File: src/rtl/rf_pkg.sv
// Shared register-file definitions for the write-back path: index width,
// data width, the x0 index and the queued write-back entry type.
package rf_pkg;

    localparam int RF_ADDR_W = 5;
    localparam int RF_DATA_W = 32;
    localparam logic [RF_ADDR_W-1:0] X0 = 5'd0;

    typedef struct packed {
        logic [RF_ADDR_W-1:0] rd;
        logic [RF_DATA_W-1:0] data;
    } wb_entry_t;

endpackage

File: src/rtl/regfile_wb_queue_fifo.sv
// wb_fifo_2w1r: circular buffer taking up to two writes and one read per
// cycle; exposes count, read pointer and every slot for the query logic.
module wb_fifo_2w1r
    import rf_pkg::*;
#(
    parameter  int DEPTH = 4,
    localparam int PW    = $clog2(DEPTH),
    localparam int CW    = PW + 1
) (
    input  logic                   clk,
    input  logic                   rst,
    input  logic                   push0,
    input  wb_entry_t              entry0,
    input  logic                   push1,
    input  wb_entry_t              entry1,
    input  logic                   pop,
    output logic [CW-1:0]          count,
    output logic [PW-1:0]          rd_ptr,
    output wb_entry_t              head,
    output logic [DEPTH-1:0]       valid,
    output wb_entry_t [DEPTH-1:0]  entries
);

    logic [PW-1:0]          wr_ptr_r;
    logic [PW-1:0]          rd_ptr_r;
    logic [CW-1:0]          count_r;
    logic [DEPTH-1:0]       valid_r;
    wb_entry_t [DEPTH-1:0]  mem_r;
    logic [CW-1:0]          n_push_s;
    logic [PW-1:0]          wr_ptr_p1_s;

    always_comb begin
        n_push_s    = CW'(push0) + CW'(push1);
        wr_ptr_p1_s = wr_ptr_r + PW'(1);
    end

    // Pointer, count and valid bookkeeping; a push into the slot being popped wins.
    always_ff @(posedge clk) begin
        if (rst) begin
            wr_ptr_r <= '0;
            rd_ptr_r <= '0;
            count_r  <= '0;
            valid_r  <= '0;
        end else begin
            if (pop) begin
                valid_r[rd_ptr_r] <= 1'b0;
                rd_ptr_r          <= rd_ptr_r + PW'(1);
            end
            if (push0 || push1) begin
                valid_r[wr_ptr_r] <= 1'b1;
            end
            if (push0 && push1) begin
                valid_r[wr_ptr_p1_s] <= 1'b1;
            end
            wr_ptr_r <= wr_ptr_r + n_push_s[PW-1:0];
            count_r  <= count_r + n_push_s - CW'(pop);
        end
    end

    // Entry storage; ALU (push0) takes the older slot when both push.
    always_ff @(posedge clk) begin
        if (push0 && push1) begin
            mem_r[wr_ptr_r]    <= entry0;
            mem_r[wr_ptr_p1_s] <= entry1;
        end else if (push0) begin
            mem_r[wr_ptr_r] <= entry0;
        end else if (push1) begin
            mem_r[wr_ptr_r] <= entry1;
        end
    end

    assign count   = count_r;
    assign rd_ptr  = rd_ptr_r;
    assign head    = mem_r[rd_ptr_r];
    assign valid   = valid_r;
    assign entries = mem_r;

endmodule

File: src/rtl/regfile_wb_queue.sv
// Write-back queue feeding the register-file write port from ALU and LSU.
// Optional forwarding of the youngest pending value: REGFILE_WB_QUEUE_FWD_EN.
module regfile_wb_queue
    import rf_pkg::*;
#(
    parameter  int WIDTH        = RF_DATA_W,
    parameter  int ADRESS_WIDTH = RF_ADDR_W,
    parameter  int DEPTH        = 4,
    localparam int PW           = $clog2(DEPTH),
    localparam int CW           = PW + 1
) (
    input  logic                    clk,
    input  logic                    rst,
    input  logic                    alu_valid,
    output logic                    alu_ready,
    input  logic [ADRESS_WIDTH-1:0] alu_rd,
    input  logic [WIDTH-1:0]        alu_data,
    input  logic                    lsu_valid,
    output logic                    lsu_ready,
    input  logic [ADRESS_WIDTH-1:0] lsu_rd,
    input  logic [WIDTH-1:0]        lsu_data,
    input  logic                    wb_hold,
    output logic                    we0,
    output logic [ADRESS_WIDTH-1:0] wr_addr0,
    output logic [WIDTH-1:0]        wr_din0,
    input  logic [ADRESS_WIDTH-1:0] rs1_addr,
    input  logic [ADRESS_WIDTH-1:0] rs2_addr,
    output logic                    rs1_pending,
    output logic                    rs2_pending,
    output logic                    rs1_fwd_hit,
    output logic [WIDTH-1:0]        rs1_fwd_data,
    output logic                    rs2_fwd_hit,
    output logic [WIDTH-1:0]        rs2_fwd_data
);

    logic [CW-1:0]          count_s;
    logic [PW-1:0]          rd_ptr_s;
    wb_entry_t              head_s;
    logic [DEPTH-1:0]       valid_s;
    wb_entry_t [DEPTH-1:0]  entries_s;
    logic                   pop_s;
    logic                   push0_s;
    logic                   push1_s;
    logic [CW:0]            free_s;
    wb_entry_t              entry0_s;
    wb_entry_t              entry1_s;

    // Ready only looks at registered occupancy and wb_hold, never at valid.
    always_comb begin
        pop_s     = (count_s != CW'(0)) && !wb_hold;
        free_s    = (CW+1)'(DEPTH) - {1'b0, count_s} + (CW+1)'(pop_s);
        alu_ready = free_s >= (CW+1)'(1);
        lsu_ready = free_s >= (CW+1)'(2);
        push0_s   = alu_valid && alu_ready && (alu_rd != X0);
        push1_s   = lsu_valid && lsu_ready && (lsu_rd != X0);
        entry0_s  = '{rd: alu_rd, data: alu_data};
        entry1_s  = '{rd: lsu_rd, data: lsu_data};
    end

    wb_fifo_2w1r #(.DEPTH(DEPTH)) u_fifo (
        .clk     (clk),
        .rst     (rst),
        .push0   (push0_s),
        .entry0  (entry0_s),
        .push1   (push1_s),
        .entry1  (entry1_s),
        .pop     (pop_s),
        .count   (count_s),
        .rd_ptr  (rd_ptr_s),
        .head    (head_s),
        .valid   (valid_s),
        .entries (entries_s)
    );

    // Register-file write port driven straight from the registered head.
    always_comb begin
        we0 = pop_s;
        if (count_s != CW'(0)) begin
            wr_addr0 = head_s.rd;
            wr_din0  = head_s.data;
        end else begin
            wr_addr0 = '0;
            wr_din0  = '0;
        end
    end

    // Pending flags cover every valid slot, including the head leaving this cycle.
    always_comb begin
        rs1_pending = 1'b0;
        rs2_pending = 1'b0;
        for (int i = 0; i < DEPTH; i++) begin
            if (valid_s[i] && (entries_s[i].rd == rs1_addr) && (rs1_addr != X0)) begin
                rs1_pending = 1'b1;
            end
            if (valid_s[i] && (entries_s[i].rd == rs2_addr) && (rs2_addr != X0)) begin
                rs2_pending = 1'b1;
            end
        end
    end

`ifdef REGFILE_WB_QUEUE_FWD_EN
    logic [PW-1:0] idx_s;

    // Walk oldest to youngest from the read pointer so the last match is the youngest.
    always_comb begin
        idx_s        = '0;
        rs1_fwd_data = '0;
        rs2_fwd_data = '0;
        for (int k = 0; k < DEPTH; k++) begin
            idx_s = rd_ptr_s + PW'(k);
            if (valid_s[idx_s] && (entries_s[idx_s].rd == rs1_addr) && (rs1_addr != X0)) begin
                rs1_fwd_data = entries_s[idx_s].data;
            end
            if (valid_s[idx_s] && (entries_s[idx_s].rd == rs2_addr) && (rs2_addr != X0)) begin
                rs2_fwd_data = entries_s[idx_s].data;
            end
        end
        rs1_fwd_hit = rs1_pending;
        rs2_fwd_hit = rs2_pending;
    end
`else
    assign rs1_fwd_hit  = 1'b0;
    assign rs2_fwd_hit  = 1'b0;
    assign rs1_fwd_data = '0;
    assign rs2_fwd_data = '0;
`endif

endmodule

File: config.mk
export PLATFORM = sky130hd
export DESIGN_NAME = regfile_wb_queue
export DESIGN_NICKNAME = d
export VERILOG_FILES = /design/src/rtl/rf_pkg.sv /design/src/rtl/regfile_wb_queue_fifo.sv /design/src/rtl/regfile_wb_queue.sv
export SDC_FILE = /design/constraint.sdc
export NUM_CORES = 1
export LEC_CHECK = 0
export BUFFER_PORTS_ARGS = -buffer_cell sky130_fd_sc_hd__buf_2
export CAP_MARGIN = 20
export CORE_MARGIN = 4
export CORE_UTILIZATION = 53
export CTS_CLUSTER_SIZE = 10
export DETAILED_ROUTE_END_ITERATION = 6
export PLACE_DENSITY_LB_ADDON = 0.15
export REMOVE_ABC_BUFFERS = 1
export SETUP_SLACK_MARGIN = 0.2
export SKIP_LAST_GASP = 1
export SYNTH_ARGS = -nofsm -noshare
export SYNTH_HDL_FRONTEND = slang
export SYNTH_SLANG_ARGS = --single-unit
File: constraint.sdc
create_clock -name clk -period 5.2 [get_ports clk]
set_input_delay 1.04 -clock clk [delete_from_list [all_inputs] [get_ports clk]]
set_output_delay 1.04 -clock clk [all_outputs]
set_load 0.05 [all_outputs]
==> metrics.cfg <==
[outcome]
status=complete, but fails checks
violations=DRC

[pwr]
p_per_area_mw_per_mm2=725.4
peakVddDrop_mv=0.3820
leakagePower_nw=5.583

[synth]
syn_area_mm2=0.01322
seq_area_frac_synth_pct=35.29
synth-seq-cells=159
async_flop_share_pct=0
synth.avg_cell_area_um2=10.86
synth_flop_cell=edfxtp_1
synthTopCellsByArea=edfxtp_1, mux2i_1, mux4_2
netlist.area_leader.share_pct=33.62
synth_cells=1217
synth_edf_count=148
synth_largest_area_cell=edfxtp_1
yosysWarnings=0
yosysUniqueCellTypes=50

[critical_path]
path_buf_inv=6
cpLargestDelayFamily=simple AND/OR/NAND/NOR gates
slowest_stage=buf_4
worstPathRequired_ns=5.38
r2r_cells=16
worstPathArrival_ns=4.44
worstSetupPathType=in -> reg
r2r_start=u_fifo.count[2]
startpoint_type=input pin
rrSetupSlack_ns=1.02
cpPeakStageDelay_ns=0.46
worst-path-max-fanout=28
worstPathCellList=buf_2, nor2_1, inv_1, ha_1, inv_1, ha_1, and4bb_4, o21ai_4, and3_1, ha_4, clkinv_1, buf_4, nand4_1, buf_4, nand2_1, o221a_2
endpoint_kind=flop
worstReg2RegEnd=u_fifo.entries[72]

[layout]
drive_above_1_share_pct=24.67
layout.cells.non_filler=1621
syn_to_final_growth_pct=9.541
finalNetCount=1387
fin_area_mm2=0.01448
n_antenna_cell=0
fillCellCount=2082

[timing]
fin_crit_sh_pct=81.91
fmax_mhz=234.8
setup_violations=0
rsz0062_at_grt=no
fin_hold_ws_ns=0.5461
slew_headroom_pct=24.35
fin_crit_ns=4.260
timing_hold_violations_final=0
worst_clock_skew_ns=0.01000
maxSlewViolCount=0
tightest_slew_ns=1.130

[place]
io_buffers=130
finalWeightedCongestion=0.8843
dp.cells=1588
placed_area_mm2=0.01381
place_hpwl_mm=23.86

[grt]
globalRouteMet3Util_pct=4.927
grt_pass1_wl_mm=58.26
grt_pass1_vias=10060
busiest_layer=met2
grt_overflow=0
grt_max_degree=67
grt_use_met1_pct=36.79
grt_use_total_pct=26.25
use_met2_pct=41.99
antenna_found_initial=0

[cts]
clock-sinks=159
hold_buffers=0
post_cts_resized=0
cts_buffers=17
post_cts_buffers=0
cts.path.max_buffers=2
root_buffer=clkbuf_16
cts_tree=built
path_clk_slew_ns=0.07
clk_latency_ns=0.44
htreeDepth=4

[floorplanning]
die_w_um=165.9
start_util_pct=54.04
row_count=57
ios=197
core_area_mm2=0.02446
die_area_mm2=0.02753
die_h_um=165.9

[routing]
wl_per_cell_um=22.93
via_count=10130
drt_wl_total_mm=37.16
route.detailed.drc=3
first_pass_iters=7
antenna_left=0
drt-vias-per-instance=6.252
drt_iter0_drc=965

[worst_hold_path]
min_from=u_fifo.valid[1]
hold_depth=2
worstHoldEndpoint=u_fifo.valid[1]
holdCritPathClass=reg -> reg

[flow_run]
cap_violations=0

## logic make-up (layout without fill, tap and decap cells)
group	Yosys count	in the layout	share of synthesized area, %
AOI/OAI and AO/OA	202	202	15.53
xor gates and xnor gates	45	45	2.982
adders and majority gates	14	14	1.382
buffers and inverters	218	233	9.219
DFF	159	159	35.29
muxes	285	285	25.08
other	1	66	0.02837
and+or+nand+nor	293	293	10.49
## final cells by class
cell class              count  area (um2)  area share (%)
well taps                 324       405.4           2.800
repair buffers            157       910.9           6.291
multi-input cells         905        7676           53.01
clock buffers              18       429.2           2.964
flip-flops and latches    159        4674           32.28
clock inverters            14       214.0           1.478
inverters                  44       170.2           1.175
## worst max path at each step
stage                               start            endpoint  slack, ns  depth (start not counted)
after global routing              wb_hold  u_fifo.entries[72]       0.70                         16
after floorplan           u_fifo.count[2]  u_fifo.entries[37]      -5.68                         15
final                             wb_hold  u_fifo.entries[72]       0.94                         16
after detailed placement          wb_hold  u_fifo.entries[72]       0.55                         16
after CTS                         wb_hold  u_fifo.entries[72]       1.02                         16
after global placement            wb_hold  u_fifo.entries[70]       0.62                         16
## routing by layer
layer	up-vias	share of wire, %
met5	-	0
met4	0	2.2
met3	69	6.6
met2	434	47
met1	4991	44
li1	4640	-
## cells in the final DEF, fill, tap and decap left out, drive strengths merged, types with 2 or more instances in the layout
cell type,n
and3,2
o2bb2ai,67
o21ai,6
o21a,2
a21o,6
bufinv,5
inv,45
clkinvlp,2
nand2,142
conb,66
nand3,72
or4,3
buf,157
a2bb2oi,12
xnor2,12
nand4,3
clkbuf,18
a22oi,2
mux2i,248
ha,13
nor4,8
clkinv,6
a21oi,14
dfxtp,11
mux4,37
nor3,2
edfxtp,148
o221a,24
a222oi,2
o221ai,62
xor2,33
nor2,15
nor2b,42
## where the power goes
| group | internal (mW) | total [mW] | switching, mW |
|---|---|---|---|
| Combinational | 2.30 | 5.87 | 3.57 |
| Clock | 0.854 | 1.42 | 0.562 |
| Sequential | 2.45 | 3.22 | 0.770 |
| Total | 5.60 | 10.5 | 4.90 |
## registers in the layout (all words and copies together) (netlist names)
name and count:
u_fifo.count 3, u_fifo.rd_ptr 2, u_fifo.entries 148, u_fifo.wr_ptr_r 2, u_fifo.valid 4
## metrics by stage
step / TNS, ns / setup slack (ns) / util, % / total power, mW
floorplan: -1357.31 / -5.680 / - / 7.602
global placement: 0 / 0.6240 / 56.45 / 8.932
detailed placement: 0 / 0.5479 / 56.45 / 9.039
CTS: 0 / 1.018 / 59.08 / 10.47
global route: 0 / 0.7048 / 59.19 / 11.11
finish: 0 / 0.9405 / 59.19 / 10.50
## synth_stat cells, drive strengths merged (2+ instances only)
cell type and number:
xor2 33, o21a 2, buf 135, inv 43, nor4 8, nand2 142, nor2 15, a2bb2oi 12
ha 13, nor3 2, a21o 6, a21oi 14, xnor2 12, o221a 24, a22oi 2, nand4 3
o2bb2ai 67, edfxtp 148, nor2b 42, nand3 72, clkbuf 39, dfxtp 11, mux2i 248, and3 2
or4 3, mux4 37, a222oi 2, o21ai 6, o221ai 62
## worst register-to-register path: stages, from the launching register on
cell and delay (ns):
dfxtp_1 0.35, nor3_2 0.22, nor2_1 0.08, inv_1 0.08, ha_1 0.16, inv_1 0.05
ha_1 0.19, and4bb_4 0.21, o21ai_4 0.21, and3_1 0.44, ha_4 0.37, clkinv_1 0.11
buf_4 0.20, nand4_1 0.17, buf_4 0.46, nand2_1 0.29, o221a_2 0.34
Note: power is estimated with default switching activity, not from simulation.
